===== src/rtl/ctrl_pkg.sv =====
// rtl/ctrl_pkg.sv - shared Thumb decode helpers for the ID and WB control blocks
package ctrl_pkg;

    localparam int NUM_REGS = 16;
    localparam int ADDR_W   = 4;
    localparam int CNT_W    = 2;

    localparam logic [ADDR_W-1:0] SP_ADDR = 4'd13;

    localparam logic [15:0] ADD_IMM3_MASK = 16'hFE00;
    localparam logic [15:0] ADD_IMM3_PAT  = 16'h1C00;
    localparam logic [15:0] SUB_SP_MASK   = 16'hFF80;
    localparam logic [15:0] SUB_SP_PAT    = 16'hB080;
    localparam logic [15:0] MOV_IMM_MASK  = 16'hF800;
    localparam logic [15:0] MOV_IMM_PAT   = 16'h2000;
    localparam logic [15:0] MOV_REG_MASK  = 16'hFF00;
    localparam logic [15:0] MOV_REG_PAT   = 16'h4600;
    localparam logic [15:0] LDR_IMM_MASK  = 16'hF800;
    localparam logic [15:0] LDR_IMM_PAT   = 16'h6800;

    typedef enum logic [2:0] {
        OP_ADD_IMM3,
        OP_SUB_SP,
        OP_MOV_IMM,
        OP_MOV_REG,
        OP_LDR_IMM,
        OP_OTHER
    } op_t;

    typedef struct packed {
        logic              used;
        logic [ADDR_W-1:0] addr;
    } reg_ref_t;

    function automatic op_t dec_op(input logic [15:0] ir);
        if ((ir & ADD_IMM3_MASK) == ADD_IMM3_PAT) return OP_ADD_IMM3;
        if ((ir & SUB_SP_MASK)   == SUB_SP_PAT)   return OP_SUB_SP;
        if ((ir & MOV_IMM_MASK)  == MOV_IMM_PAT)  return OP_MOV_IMM;
        if ((ir & MOV_REG_MASK)  == MOV_REG_PAT)  return OP_MOV_REG;
        if ((ir & LDR_IMM_MASK)  == LDR_IMM_PAT)  return OP_LDR_IMM;
        return OP_OTHER;
    endfunction

    // Port A carries Rn-style sources; MOV reg reads its Rm through port B.
    function automatic reg_ref_t dec_src_a(input logic [15:0] ir);
        reg_ref_t r;
        r = '0;
        case (dec_op(ir))
            OP_ADD_IMM3, OP_LDR_IMM: r = '{used: 1'b1, addr: {1'b0, ir[5:3]}};
            OP_SUB_SP:               r = '{used: 1'b1, addr: SP_ADDR};
            default:                 r = '0;
        endcase
        return r;
    endfunction

    function automatic reg_ref_t dec_src_b(input logic [15:0] ir);
        reg_ref_t r;
        r = '0;
        if (dec_op(ir) == OP_MOV_REG) begin
            r = '{used: 1'b1, addr: ir[6:3]};
        end
        return r;
    endfunction

    function automatic reg_ref_t dec_dst(input logic [15:0] ir);
        reg_ref_t r;
        r = '0;
        case (dec_op(ir))
            OP_ADD_IMM3, OP_LDR_IMM: r = '{used: 1'b1, addr: {1'b0, ir[2:0]}};
            OP_SUB_SP:               r = '{used: 1'b1, addr: SP_ADDR};
            OP_MOV_IMM:              r = '{used: 1'b1, addr: {1'b0, ir[10:8]}};
            OP_MOV_REG:              r = '{used: 1'b1, addr: {ir[7], ir[2:0]}};
            default:                 r = '0;
        endcase
        return r;
    endfunction

endpackage


===== src/rtl/ctrl_scoreboard.sv =====
// rtl/ctrl_scoreboard.sv - per-register in-flight write counters with busy/full flags
module ctrl_scoreboard #(
    parameter int NUM_REGS = 16,
    parameter int ADDR_W   = 4,
    parameter int CNT_W    = 2
) (
    input  logic                clk,
    input  logic                rst,
    input  logic                inc,
    input  logic [ADDR_W-1:0]   inc_addr,
    input  logic                dec,
    input  logic [ADDR_W-1:0]   dec_addr,
    output logic [NUM_REGS-1:0] busy,
    output logic [NUM_REGS-1:0] full,
    output logic                err
);

    localparam logic [CNT_W-1:0] CNT_MAX = '1;

    logic [NUM_REGS-1:0] zero;
    logic                same_reg;

    assign same_reg = inc && dec && (inc_addr == dec_addr);

    for (genvar g = 0; g < NUM_REGS; g++) begin : g_cnt
        logic [CNT_W-1:0] cnt;
        logic             inc_hit;
        logic             dec_hit;

        assign inc_hit = inc && (inc_addr == ADDR_W'(g));
        assign dec_hit = dec && (dec_addr == ADDR_W'(g));

        // A matched inc/dec pair cancels; the saturation guards are belt and braces.
        always_ff @(posedge clk or negedge rst) begin
            if (!rst) begin
                cnt <= '0;
            end else if (inc_hit && !dec_hit) begin
                if (cnt != CNT_MAX) cnt <= cnt + CNT_W'(1);
            end else if (dec_hit && !inc_hit) begin
                if (cnt != '0) cnt <= cnt - CNT_W'(1);
            end
        end

        assign busy[g] = (cnt != '0);
        assign full[g] = (cnt == CNT_MAX);
        assign zero[g] = (cnt == '0);
    end

    always_ff @(posedge clk or negedge rst) begin
        if (!rst) begin
            err <= 1'b0;
        end else if (dec && !same_reg && zero[dec_addr]) begin
            err <= 1'b1;
        end
    end

endmodule


===== src/rtl/ctrl_id.sv =====
// rtl/ctrl_id.sv - ID-stage read control: decode, RAW/scoreboard stall, EX handoff
module ctrl_id
    import ctrl_pkg::*;
(
    input  logic              clk,
    input  logic              rst,
    input  logic [15:0]       i_ir_id,
    input  logic              i_ir_valid,
    input  logic              i_stall,
    input  logic              i_flush,
    input  logic [ADDR_W-1:0] i_wb_addr_rd,
    input  logic              i_wb_rd_en,
    output logic [ADDR_W-1:0] o_addr_rn_r,
    output logic [ADDR_W-1:0] o_addr_rm_r,
    output logic              o_registers_rn_en,
    output logic              o_registers_rm_en,
    output logic [15:0]       o_ir_ex,
    output logic              o_valid_ex,
    output logic              o_hazard_stall,
    output logic              o_sb_err
);

    reg_ref_t            src_a;
    reg_ref_t            src_b;
    reg_ref_t            dst;
    logic [NUM_REGS-1:0] busy;
    logic [NUM_REGS-1:0] full;
    logic                raw_hit;
    logic                full_hit;
    logic                issue;

    assign src_a = dec_src_a(i_ir_id);
    assign src_b = dec_src_b(i_ir_id);
    assign dst   = dec_dst(i_ir_id);

    // Registered counts only: a WB strobe this cycle does not release a stall until next cycle.
    assign raw_hit  = (src_a.used && busy[src_a.addr]) || (src_b.used && busy[src_b.addr]);
    assign full_hit = dst.used && full[dst.addr];

    assign o_hazard_stall = i_ir_valid && !i_flush && (raw_hit || full_hit);
    assign issue          = i_ir_valid && !o_hazard_stall && !i_stall && !i_flush;

    always_ff @(posedge clk or negedge rst) begin
        if (!rst) begin
            o_ir_ex           <= '0;
            o_valid_ex        <= 1'b0;
            o_addr_rn_r       <= '0;
            o_addr_rm_r       <= '0;
            o_registers_rn_en <= 1'b0;
            o_registers_rm_en <= 1'b0;
        end else if (i_stall) begin
            o_registers_rn_en <= 1'b0;
            o_registers_rm_en <= 1'b0;
        end else if (issue) begin
            o_ir_ex           <= i_ir_id;
            o_valid_ex        <= 1'b1;
            o_addr_rn_r       <= src_a.used ? src_a.addr : '0;
            o_addr_rm_r       <= src_b.used ? src_b.addr : '0;
            o_registers_rn_en <= src_a.used;
            o_registers_rm_en <= src_b.used;
        end else begin
            o_valid_ex        <= 1'b0;
            o_registers_rn_en <= 1'b0;
            o_registers_rm_en <= 1'b0;
        end
    end

    ctrl_scoreboard #(
        .NUM_REGS (NUM_REGS),
        .ADDR_W   (ADDR_W),
        .CNT_W    (CNT_W)
    ) u_sb (
        .clk      (clk),
        .rst      (rst),
        .inc      (issue && dst.used),
        .inc_addr (dst.addr),
        .dec      (i_wb_rd_en),
        .dec_addr (i_wb_addr_rd),
        .busy     (busy),
        .full     (full),
        .err      (o_sb_err)
    );

endmodule


===== config.mk =====
export PLATFORM = sky130hd
export DESIGN_NAME = ctrl_id
export DESIGN_NICKNAME = d
export VERILOG_FILES = /design/src/rtl/ctrl_pkg.sv /design/src/rtl/ctrl_scoreboard.sv /design/src/rtl/ctrl_id.sv
export SDC_FILE = /design/constraint.sdc
export NUM_CORES = 1
export LEC_CHECK = 0
export BUFFER_PORTS_ARGS = -buffer_cell sky130_fd_sc_hd__buf_2
export CAP_MARGIN = 10
export CORE_ASPECT_RATIO = 0.7
export CORE_UTILIZATION = 60
export DETAILED_ROUTE_END_ITERATION = 12
export PLACE_DENSITY = 0.81
export SETUP_SLACK_MARGIN = 0.2
export SLEW_MARGIN = 20
export SYNTH_ARGS = -nofsm -noshare
export SYNTH_HDL_FRONTEND = slang
export SYNTH_SLANG_ARGS = --single-unit

===== constraint.sdc =====
create_clock -name clk -period 6.6 [get_ports clk]
set_clock_uncertainty 0.15 [all_clocks]
set_input_delay 0 -clock clk [delete_from_list [all_inputs] [get_ports clk]]
set_output_delay 0 -clock clk [all_outputs]
set_load 0.03 [all_outputs]

==> flow_metrics.py <==
metrics = {
    "final_layout": {
        "multi_input_area_um2": 2430,
        "drive_gt1_frac": 0.192,
        "regArea_um2": 1500,
        "nets": 577,
        "diodes": 0,
        "final_cell_mix": "dfrtp_1, nand2_1, buf_2",
        "areaGrowthSynthToFinish_pct": 17.4,
        "layout_commonest_cell": "dfrtp_1",
        "final.fill_count": 504,
    },
    "clock_network": {
        "clk_root_buffer_cell": "clkbuf_8",
        "post_cts_buffers": 0,
        "htreeDepth": 3,
        "clockBufferDepth": 2,
        "clk_latency_ps": 350,
        "cts_made_buffers": 9,
        "cts_tree": "done",
        "cts.clk_slew.worst_paths_ps": 70,
        "numClockSinks": 60,
    },
    "logic_synthesis": {
        "synth_simple_gate_area_frac": 0.263,
        "syn_inst": 489,
        "synthFlopType": "dfrtp_1",
        "synth_xor_area_frac": 0.0170,
        "yosysTopAreaCell": "dfrtp_1",
        "synth_top_area_frac": 0.365,
        "synthArstFlopShare": 1.00,
        "synth.area.mux_share": 0.0702,
        "synth_area_leaders": "dfrtp_1, nand2_1, o21ai_0",
        "synth.distinct_cells": 76,
        "syn_nets": 515,
        "ys_warn_count": 0,
        "synth_top_family_by_area": "simple AND/OR/NAND/NOR gates",
        "synth.avg_cell_area_um2": 8.42,
        "syn_area_um2": 4120,
        "synthAdderAreaFrac": 0,
        "ys_seq_area_frac": 0.365,
        "ys_ff_latch": 60,
        "synth_compound_area_frac": 0.241,
        "synth_edf_count": 0,
    },
    "routing": {
        "drc": 0,
        "post_drt_wl_per_cell_um": 20.3,
        "drt-pass1-iter-count": 7,
        "drt_iter0_markers": 456,
        "vias": 4342,
        "wl_met3_mm": 1.60,
        "dr_wl_met2_mm": 5.67,
        "met1_length_mm": 5.60,
        "routed_wl_mm": 13.2,
        "routed_via_density": 6.71,
        "ant_nets": 0,
        "top_layer_used": "met4",
    },
    "grt": {
        "grt_pass1_wl_mm": 21.4,
        "grt_pass1_vias": 4116,
        "grt_antenna_before_repair": 0,
        "grt_max_degree": 61,
        "globalRouteOverflowTotal": 0,
        "track_usage": 0.395,
    },
    "floorplanning": {
        "core_area_um2": 6430,
        "die_area_um2": 7200,
        "num_io_pins": 55,
        "die_h_um": 71.3,
        "die-width_um": 101,
        "std_cell_rows": 24,
        "start_util": 0.641,
    },
    "timing": {
        "fin_setup_tns_ps": 0,
        "slew_headroom": 0.448,
        "fin_crit_ps": 4440,
        "post-route-period-util": 0.673,
        "timing_worst_slew_pin_value_ps": 826,
        "drv_slew": 0,
        "fmax_ghz": 0.225,
        "rsz0062_at_grt": "false",
        "final_hold_viol_count": 0,
        "setup_viol": 0,
    },
    "hold_path": {
        "min_to": "u_sb.g_cnt[15].cnt[1]",
        "hold_depth": 4,
        "hp-start": "i_wb_addr_rd[0]",
        "hold_path.class": "input pin to flip-flop",
    },
    "power_and_ir_drop": {
        "powerDensity_nw_per_um2": 220,
        "power.internal_mw": 0.707,
        "p_leak_nw": 2.04,
        "p_clk_frac": 0.358,
        "finalPower_mw": 1.06,
        "comb_power_share": 0.221,
        "irDropWorstVdd_mv": 0.176,
        "switchingPower_mw": 0.357,
        "p_seq_frac": 0.421,
        "swShare": 0.336,
    },
    "place": {
        "port_buffers": 54,
        "hpwl_mm": 9.49,
        "place.gp.congestion": 0.986,
    },
    "worst_setup_path": {
        "r2r-start": "u_sb.g_cnt[1].cnt[0]",
        "crit_path_max_incr_delay_ps": 580,
        "critPathLaunchType": "input pin",
        "critPathTopFamily": "simple AND/OR/NAND/NOR gates",
        "arrival_ps": 4530,
        "worstPathCellList": "dlygate4sd3_1 -> buf_2 -> or4b_4 -> nor2_4 -> o21ai_1 -> nand2_1 -> mux2i_1 -> a2111o_1 -> o211ai_1 -> buf_4 -> nor2_1 -> a22o_1 -> mux2_2",
        "critical_path_buf_inv_count": 3,
        "critical_path_class": "input pin to flip-flop",
        "worstPathMaxFanout": 47,
        "rrSetupSlack_ps": 2940,
        "crit_path_end_kind": "flip-flop",
        "crit_required_ps": 6690,
        "regToRegEndpoint": "u_sb.g_cnt[15].cnt[0]",
        "r2r_cells": 9,
        "cp_slowest_cell": "or4b_4",
    },
    "flow_run": {
        "max-cap-violations": 0,
    },
    "status": {
        "outcome": "finished, final reports clean",
    },
}
-- routing by layer --
| metal | GRT usage | vias up |
|---|---|---|
| met5 | 0 | - |
| met4 | 0.126 | 0 |
| met3 | 0.127 | 45 |
| met2 | 0.573 | 274 |
| met1 | 0.561 | 2078 |
| li1 | - | 1945 |
-- logic make-up (layout without fill, tap and decap cells) --
kind of cell           after synthesis  in the layout
AND/OR/NAND/NOR                    208            208
AO/OA/AOI/OAI                      146            146
flip-flops                          60             60
buffers and inverters               45            112
multiplexers                        22             22
XOR/XNOR                             8              8
-- Yosys cell counts (all sizes together) (5+ instances only) --
cell    count
and2        6
a211oi      5
o211ai      6
clkbuf     14
or2         5
dfrtp      60
and3        8
nor3b      10
o21a        6
nor2       51
nand3      12
a21oi      35
buf        12
inv        19
nor4       10
xnor2       6
nand4      10
a21o        5
o21ai      43
nand2      56
mux2       15
nor3       14
-- flip-flops by register name, summed over array words and instances (netlist names) --
register           flops
o_addr_rm_r            4
o_valid_ex             1
o_addr_rn_r            4
o_registers_rn_en      1
u_sb.err               1
o_registers_rm_en      1
u_sb.g_cnt.cnt        32
o_ir_ex               16
-- worst max path at each step --
stage,startpoint,endpoint,slack (ps),cells past startpoint
5_1_grt,i_ir_id[15],u_sb.g_cnt[15].cnt[0],1930,12
6_report,i_ir_id[11],u_sb.g_cnt[7].cnt[0],2160,13
2_1_floorplan,i_ir_id[14],o_ir_ex[15],3340,11
3_5_place_dp,i_ir_id[11],u_sb.g_cnt[7].cnt[0],2490,12
4_1_cts,i_ir_id[11],u_sb.g_cnt[7].cnt[0],2290,13
3_3_place_gp,i_ir_id[14],u_sb.g_cnt[7].cnt[0],2620,12
-- stage by stage --
step	std cells	hold slack, ps	util	area, um2	setup WS [ps]
after floorplan	489	-446	-	4120	3340
after global placement	612	36.9	0.688	4420	2620
after detailed placement	612	50.3	0.688	4420	2490
after CTS	647	22.1	0.753	4840	2290
after global routing	647	54.8	0.753	4840	1930
final	647	43.0	0.753	4840	2160
-- what timing repair did --
action / 4_1_cts / 5_1_grt
hold buffers: 19 / 0
endpoints found under the hold margin: 82 / 0
endpoints found under the setup margin: 0 / 0
resized for setup: 0 / 0
-- power by group through the flow --
stage	Clock [mW]	Combinational [mW]	Sequential (mW)
4_1_cts	0.383	0.232	0.445
3_3_place_gp	0	0.218	0.450
6_report	0.381	0.236	0.448
3_5_place_dp	0	0.223	0.452
2_1_floorplan	0	0.112	0.481
5_1_grt	0.401	0.253	0.453
-- tightest hold or removal path, cell delays in order --
cell and delay [ps]:
buf_2 200, nand3_1 160, o21ai_0 90, nand2_1 60
-- final cells by class --
cell class | instances | share of cell area
Clock buffer | 9 | 0.0256
Clock inverter | 7 | 0.0210
Timing Repair Buffer | 77 | 0.101
Inverter | 19 | 0.0147
Multi-Input combinational cell | 384 | 0.503
Sequential cell | 60 | 0.310
Tap cell | 91 | 0.0235
Note: power is estimated with default switching activity, not from simulation.
